`config.mk`:
```
export PLATFORM = sky130hd
export DESIGN_NAME = multi_ch_clk_divider_flat
export DESIGN_NICKNAME = d
export VERILOG_FILES = /design/src/rtl/multi_ch_clk_divider_if.sv /design/src/rtl/multi_ch_clk_divider.sv /design/src/flat_wrapper.sv
export SDC_FILE = /design/constraint.sdc
export NUM_CORES = 1
export LEC_CHECK = 0
export ABC_AREA = 1
export ABC_CLOCK_PERIOD_IN_PS = 4800
export BUFFER_PORTS_ARGS = -buffer_cell sky130_fd_sc_hd__buf_4
export CAP_MARGIN = 20
export CORE_ASPECT_RATIO = 0.8
export CORE_MARGIN = 10
export CORE_UTILIZATION = 30
export CTS_BUF_LIST = sky130_fd_sc_hd__clkbuf_2
export CTS_CLUSTER_DIAMETER = 120
export DETAILED_ROUTE_END_ITERATION = 8
export PLACE_DENSITY = 0.42
export SLEW_MARGIN = 25
export SYNTH_ARGS = -nofsm -noshare
export SYNTH_HDL_FRONTEND = slang
export SYNTH_SLANG_ARGS = --single-unit
```
`constraint.sdc`:
```
create_clock -name clk_in_50M -period 4.8 [get_ports clk_in_50M]
set_input_delay 0.24 -clock clk_in_50M [delete_from_list [all_inputs] [get_ports clk_in_50M]]
set_output_delay 0.24 -clock clk_in_50M [all_outputs]
set_load 0.02 [all_outputs]
```
`src/rtl/multi_ch_clk_divider_if.sv`:
```
// Configuration write channel of multi_ch_clk_divider: valid/ready handshake
// selecting a channel and carrying its new terminal count, plus the error strobe.
`timescale 1ns/1ps

interface multi_ch_clk_divider_if #(
  parameter int CH_W  = 2,
  parameter int CNT_W = 25
);
  logic             cfg_valid;
  logic             cfg_ready;
  logic [CH_W-1:0]  cfg_ch;
  logic [CNT_W-1:0] cfg_tc;
  logic             cfg_err;

  modport master (
    output cfg_valid, cfg_ch, cfg_tc,
    input  cfg_ready, cfg_err
  );

  modport slave (
    input  cfg_valid, cfg_ch, cfg_tc,
    output cfg_ready, cfg_err
  );
endinterface

```
`src/rtl/multi_ch_clk_divider.sv`:
```
// N-channel 50% duty square-wave divider with runtime-programmable terminal counts,
// glitch-free shadow reload, per-channel enables and global restart. DIV_TICK_EN adds tick.
`timescale 1ns/1ps

module multi_ch_clk_divider #(
  parameter int                      NUM_CH  = 3,
  parameter int                      CNT_W   = 25,
  parameter logic [NUM_CH*CNT_W-1:0] INIT_TC = {25'd24999999, 25'd6249999, 25'd49999},
  parameter int                      CH_W    = (NUM_CH > 1) ? $clog2(NUM_CH) : 1
) (
  input  logic                clk_in_50M,
  input  logic                rst_n,
  input  logic [NUM_CH-1:0]   ch_en,
  input  logic                restart,
  multi_ch_clk_divider_if.slave cfg,
  output logic [NUM_CH-1:0]   clk_out
`ifdef DIV_TICK_EN
  ,
  output logic [NUM_CH-1:0]   tick
`endif
);

  logic [CNT_W-1:0]  cnt    [NUM_CH];
  logic [CNT_W-1:0]  tc     [NUM_CH];
  logic [CNT_W-1:0]  shadow [NUM_CH];
  logic [NUM_CH-1:0] pend;
  logic [NUM_CH-1:0] wr_hit;
  logic              sel_pend;
  logic              in_range;
  logic              accept;

  // Decode cfg_ch without indexing past NUM_CH; out-of-range selects nothing.
  always_comb begin
    wr_hit   = '0;
    sel_pend = 1'b0;
    for (int i = 0; i < NUM_CH; i++) begin
      if (cfg.cfg_ch == CH_W'(i)) begin
        wr_hit[i] = 1'b1;
        sel_pend  = pend[i];
      end
    end
  end

  assign in_range      = |wr_hit;
  assign cfg.cfg_ready = ~restart & ~sel_pend;
  assign accept        = cfg.cfg_valid & cfg.cfg_ready;

  always_ff @(posedge clk_in_50M) begin
    if (!rst_n) begin
      for (int i = 0; i < NUM_CH; i++) begin
        cnt[i]    <= '0;
        tc[i]     <= INIT_TC[i*CNT_W +: CNT_W];
        shadow[i] <= INIT_TC[i*CNT_W +: CNT_W];
      end
      pend        <= '0;
      clk_out     <= '0;
      cfg.cfg_err <= 1'b0;
`ifdef DIV_TICK_EN
      tick        <= '0;
`endif
    end else begin
      cfg.cfg_err <= accept & ~in_range;
      for (int i = 0; i < NUM_CH; i++) begin
`ifdef DIV_TICK_EN
        tick[i] <= 1'b0;
`endif
        if (restart) begin
          // Restart overrides everything, even disabled channels, and flushes pending reloads.
          cnt[i]     <= '0;
          clk_out[i] <= 1'b0;
          if (pend[i]) begin
            tc[i]   <= shadow[i];
            pend[i] <= 1'b0;
          end
        end else begin
          if (ch_en[i]) begin
            if (cnt[i] == tc[i]) begin
              cnt[i]     <= '0;
              clk_out[i] <= ~clk_out[i];
`ifdef DIV_TICK_EN
              tick[i]    <= 1'b1;
`endif
              if (pend[i]) begin
                tc[i]   <= shadow[i];
                pend[i] <= 1'b0;
              end
            end else begin
              cnt[i] <= cnt[i] + CNT_W'(1);
            end
          end
          // An accept needs pend clear, so it never collides with the reload above.
          if (accept && wr_hit[i]) begin
            shadow[i] <= cfg.cfg_tc;
            pend[i]   <= 1'b1;
          end
        end
      end
    end
  end

endmodule

```
`src/flat_wrapper.sv`:
```
// flat-port wrapper written by rule: the top's interface ports become plain ports
module multi_ch_clk_divider_flat 
#(
  parameter int                      NUM_CH  = 3,
  parameter int                      CNT_W   = 25,
  parameter logic [NUM_CH*CNT_W-1:0] INIT_TC = {25'd24999999, 25'd6249999, 25'd49999},
  parameter int                      CH_W    = (NUM_CH > 1) ? $clog2(NUM_CH) : 1
)
  (clk_in_50M, rst_n, ch_en, restart, clk_out, cfg_cfg_valid, cfg_cfg_ch, cfg_cfg_tc, cfg_cfg_ready, cfg_cfg_err);
  multi_ch_clk_divider_if #(.CH_W(CH_W), .CNT_W(CNT_W)) cfg_i ();
  input  logic clk_in_50M;
  input  logic rst_n;
  input  logic [NUM_CH-1:0] ch_en;
  input  logic restart;
  output logic [NUM_CH-1:0] clk_out;
  input wire logic [$bits(cfg_i.cfg_valid)-1:0] cfg_cfg_valid;
  input wire logic [$bits(cfg_i.cfg_ch)-1:0] cfg_cfg_ch;
  input wire logic [$bits(cfg_i.cfg_tc)-1:0] cfg_cfg_tc;
  output wire logic [$bits(cfg_i.cfg_ready)-1:0] cfg_cfg_ready;
  output wire logic [$bits(cfg_i.cfg_err)-1:0] cfg_cfg_err;
  assign cfg_i.cfg_valid = cfg_cfg_valid;
  assign cfg_i.cfg_ch = cfg_cfg_ch;
  assign cfg_i.cfg_tc = cfg_cfg_tc;
  assign cfg_cfg_ready = cfg_i.cfg_ready;
  assign cfg_cfg_err = cfg_i.cfg_err;
  multi_ch_clk_divider #(.NUM_CH(NUM_CH), .CNT_W(CNT_W), .INIT_TC(INIT_TC), .CH_W(CH_W)) u_core (.clk_in_50M(clk_in_50M), .rst_n(rst_n), .ch_en(ch_en), .restart(restart), .cfg(cfg_i), .clk_out(clk_out));
endmodule
```
# Yosys cells after proc, flatten, opt, wreduce, memory -nomap -nowiden
# Memory sizes are Yosys's and may differ from the RTL's.
# Cells that the tools add are included.
[totals] input_bits=34 mem_bits_rw=225 output_inout_bits=5 n_memories=3 wordCells=170 ff_bits=7
[mem_list] memory="u_core.cnt" depth=3 width=25 rd=3 rd_clocked_by_memory_dff=0 wr=3 line_no="multi_ch_clk_divider.sv:23" source="logic [CNT_W-1:0] cnt [NUM_CH];"
[mem_list] memory="u_core.shadow" depth=3 width=25 rd=3 rd_clocked_by_memory_dff=0 wr=3 line_no="multi_ch_clk_divider.sv:25" source="logic [CNT_W-1:0] shadow [NUM_CH];"
[mem_list] memory="u_core.tc" depth=3 width=25 rd=3 rd_clocked_by_memory_dff=0 wr=3 line_no="multi_ch_clk_divider.sv:24" source="logic [CNT_W-1:0] tc [NUM_CH];"
[op_classes] n_eq_ne=5 bitwise=28 muxes=106 n_addsub=3 n_reduce_logical=18
[ops] op="$mux W25" n=18
[ops] op="$mux W1" n=88
[ops] op="$add A25 B1 Y25 const B" n=3
[ops] op="$eq A25 B25 Y1" n=3
[ops] op="$or A1 B1 Y1" n=18
[ops] op="$reduce_and A2 Y1" n=6
[ops] op="$reduce_bool A2 Y1" n=6
[ops] op="$not A1 Y1" n=7
[ops] op="$and A1 B1 Y1" n=3
[ops] op="$logic_and A1 B1 Y1" n=3
[ops] op="$reduce_or A3 Y1" n=1
[ops] op="$eq A2 B1 Y1 const B" n=1
[ops] op="$eq A2 B2 Y1 const B" n=1
[ops] op="$logic_not A2 Y1" n=1
[ops] op="$reduce_or A2 Y1" n=1

# Longest topological paths before layout
[depth] word_depth=13 depth_mapped=14 ltp_nobuf=13

# Worst setup path after synthesis
# OpenSTA, ideal clock, no wires.
[synth_path] path_type="register to register" from="register u_core.pend[1]" to="memory u_core.shadow[0][0] (enable)" period_less_slack_ns=2.167 setup_slack_ns=2.633 setup_time_ns=0.382 arrival_time_ns=1.785 path_stages_with_launch=8 path_buffers=0 required_ns=4.418 cell_sequence="dfxtp_1 -> nand3_1 -> nand2_1 -> a311oi_2 -> nand2_2 -> inv_1 -> nand3_1 -> nand2_1"
[synth_rtl] item="from (decl)" line_no="multi_ch_clk_divider.sv:26" source="logic [NUM_CH-1:0] pend;"
[synth_rtl] item="from (signal assigned)" line_no="multi_ch_clk_divider.sv:55" source="pend <= '0;"
[synth_rtl] item="from (signal, indexed assignment)" line_no="multi_ch_clk_divider.sv:73" source="pend[i] <= 1'b0;"
[synth_rtl] item="from (signal, indexed assignment)" line_no="multi_ch_clk_divider.sv:85" source="pend[i] <= 1'b0;"
[synth_rtl] item="to (decl)" line_no="multi_ch_clk_divider.sv:25"

==> impl_metrics.ini <==
[status]
status = finished, final reports clean

[power_and_ir_drop]
power.density_mw_per_mm2 = 316
p_sw_share_pct = 26.5
seqPwrFrac_pct = 57.4
switchingPower_w = 0.00109
p_leak_nw = 5.21
power.share.clock_pct = 36.8
combinationalPowerShare_pct = 5.8
p_int_w = 0.00303
irDropWorstVdd_uv = 150

[synthesis]
synth_edf_count = 225
yosys_most_used_dff = edfxtp_1
ys_ff_latch = 232
syn_nets = 1130
ys_warn_count = 0
synth_area_sq_mm = 0.0112
yosysUniqueCellTypes = 41
async_reset_ff_share_pct = 0
avgSynthCellArea_sq_um = 10.2
ys_seq_area_share_pct = 61.8
syn_inst = 1093

[clock_network]
clock-root-buffer = clkbuf_2
clk_path_buf_depth = 3
h-tree-depth = 3
cts_made_buffers = 67
clock-sinks = 232
post-cts-setup-buffers = 0
cts_resized = 0
worstSkewPairLatency_ns = 0.94
cts_hold_buf = 45
tritoncts = done
clkTransAtPathRegs_ns = 0.09

[route]
detail_route.wl_per_cell_microns = 15.3
drtPass1Iterations = 5
routed_wl_microns = 27000
drc_errors = 0
via_per_inst = 4.21
via_count = 7426
initialDrtViolationCount = 433
ant_nets = 0

[timing]
setup_viol = 0
tns_ns = 0
fin_hold_ws_ns = 0.199
worst_slew_pin_slew_ns = 0.916
finalCritPeriodShare_pct = 71.3
rsz0062_at_grt = false
max_freq_mhz = 292
fin_crit_ns = 3.42
finalHoldViolCount = 0
slew_violations = 0
max-slew-margin-rel_pct = 38.8
skew_ns = 0.136

[worst_setup_path]
crit_end = u_core.shadow[0][64]
timing.rr.start = u_core.pend[1]
critPathMaxFanout = 25
critPathCaptureType = flop
cp-start-kind = flop
path_class = reg2reg
ff2ff_setup_slack_ns = 1.38
crit_required_ns = 5.36
worstPathArrival_ns = 3.98
worst_r2r_path_depth = 10
rr_endpoint = u_core.shadow[0][64]
crit_start = u_core.pend[1]

[global_route]
grt_max_degree = 51
gr-usage-all-layers_pct = 12.2
grt_pass1_vias = 7646
gr-usage-met3_pct = 3.44
met2_usage_pct = 18.2
met1_usage_pct = 16.5
antenna_found_initial = 1
overflow = 0
top_usage_layer = met2
grt_pass1_wl_microns = 43200

[die]
die_area_sq_mm = 0.0454
io-pin-count = 39
die_x_microns = 236
start_util_pct = 30.3
die_y_microns = 193
core-area_sq_mm = 0.0369
num_rows = 63

[layout]
layout-drive-gt1-share_pct = 16.3
design_area_sq_mm = 0.0131
nNetsFinal = 1271
final_common_cell = nand2_1
final_cell_mix = nand2_1, edfxtp_1, inv_1
synthToLayoutAreaGrowth_pct = 16.9

[placed_design]
port_buffers = 38
place_area_sq_mm = 0.0120
hpwl_microns = 18700
place_congestion = 0.801

[flow_run]
drv_cap = 0

[hold_path]
hold_class = in2reg
==> through the flow <==
stage               power (W)  setup WS (ns)  util [%]  std cells
finish                0.00412           1.38      35.4       1762
detailed placement    0.00263           2.05      32.5       1607
CTS                   0.00420           1.38      35.4       1761
global placement      0.00263           1.77      32.5       1607
floorplan             0.00253           2.63         -       1093
global route          0.00435           1.23      35.4       1762
==> metal layers <==
| layer | wire, microns | vias up |
|---|---|---|
| li1 | - | 3840 |
| met1 | 13600 | 3409 |
| met2 | 11700 | 129 |
| met3 | 1060 | 48 |
| met4 | 609 | 0 |
| met5 | 0 | - |
==> power by group through the flow <==
stage	Clock (W)	Combinational, W	Sequential [W]
floorplan	0	0.000140	0.00239
global placement	0	0.000214	0.00242
detailed placement	0	0.000214	0.00241
CTS	0.00159	0.000241	0.00237
global route	0.00170	0.000269	0.00238
finish	0.00152	0.000237	0.00237
==> synthesized netlist by cell type, types with 2 or more instances <==
| cell type | number | area [sq um] |
|---|---|---|
| inv_2 | 17 | 63.8 |
| or2_1 | 6 | 37.5 |
| nor4_1 | 8 | 50.1 |
| and3_1 | 3 | 18.8 |
| o21ai_0 | 6 | 30.0 |
| dfxtp_1 | 7 | 140 |
| nor3b_1 | 9 | 67.6 |
| nand2_2 | 6 | 37.5 |
| or2_2 | 5 | 31.3 |
| nand2_1 | 261 | 980 |
| a21oi_1 | 27 | 135 |
| nor2_4 | 8 | 90.1 |
| edfxtp_1 | 225 | 6760 |
| ha_1 | 3 | 37.5 |
| buf_6 | 3 | 33.8 |
| nand3_1 | 33 | 165 |
| nor3_1 | 24 | 120 |
| nor2_2 | 6 | 37.5 |
| xnor2_1 | 60 | 526 |
| nand2_4 | 2 | 22.5 |
| nand3_2 | 6 | 60.1 |
| a31oi_1 | 2 | 12.5 |
| nor3_2 | 4 | 40.0 |
| o211ai_1 | 2 | 15.0 |
| o21a_1 | 3 | 22.5 |
| inv_1 | 165 | 619 |
| nor2_1 | 127 | 477 |
| xor2_1 | 31 | 272 |
| nand4_1 | 10 | 62.6 |
| buf_4 | 5 | 37.5 |
| buf_2 | 9 | 45.0 |
==> cells by family after synthesis <==
logic type	synth area share [%]
AO/OA/AOI/OAI	2.20
XOR/XNOR	7.14
adder cells (fa/ha/maj)	0.336
buffers and inverters	7.24
flip-flops	61.8
AND/OR/NAND/NOR	21.3
==> critical path, cell delays in order, from the launching register on <==
cell and delay [ns]:
dfxtp_1 0.36, nand3_1 0.09, nand2_1 0.07, a311oi_2 0.31, nand2_2 0.07, dlygate4sd3_1 0.63
nor2_4 0.10, dlygate4sd3_1 0.57, buf_4 0.27, inv_2 0.26, or2_1 0.38
==> sequential cells by signal, indices dropped and copies added (netlist names) <==
register / count
u_core.tc: 75
u_core.cnt: 75
u_core.pend: 3
u_core.cfg.cfg_err: 1
u_core.clk_out: 3
u_core.shadow: 75
==> layout make-up <==
class                   instances  area, sq um
inverters                     182          683
well taps                     487          609
diodes                          1         2.50
flip-flops and latches        232         6900
fillers                      3867        23800
clock inverters                15          119
repair buffers                 91          796
multi-input cells             660         3470
clock buffers                  94          470
==> worst min-delay path by stage <==
stage                               from              endpoint  slack [ns]  cells past startpoint
floorplan                  cfg_cfg_ch[1]    u_core.cfg.cfg_err        0.39                      2
global placement    u_core.shadow[0][43]      u_core.tc[1][18]        0.48                      2
detailed placement        u_core.pend[0]        u_core.pend[0]        0.48                      2
CTS                       cfg_cfg_tc[11]  u_core.shadow[0][61]        0.05                      4
global route              cfg_cfg_tc[21]  u_core.shadow[0][71]         0.1                      4
finish                     cfg_cfg_tc[8]   u_core.shadow[0][8]        0.20                      4
Note: power is estimated with default switching activity, not from simulation.
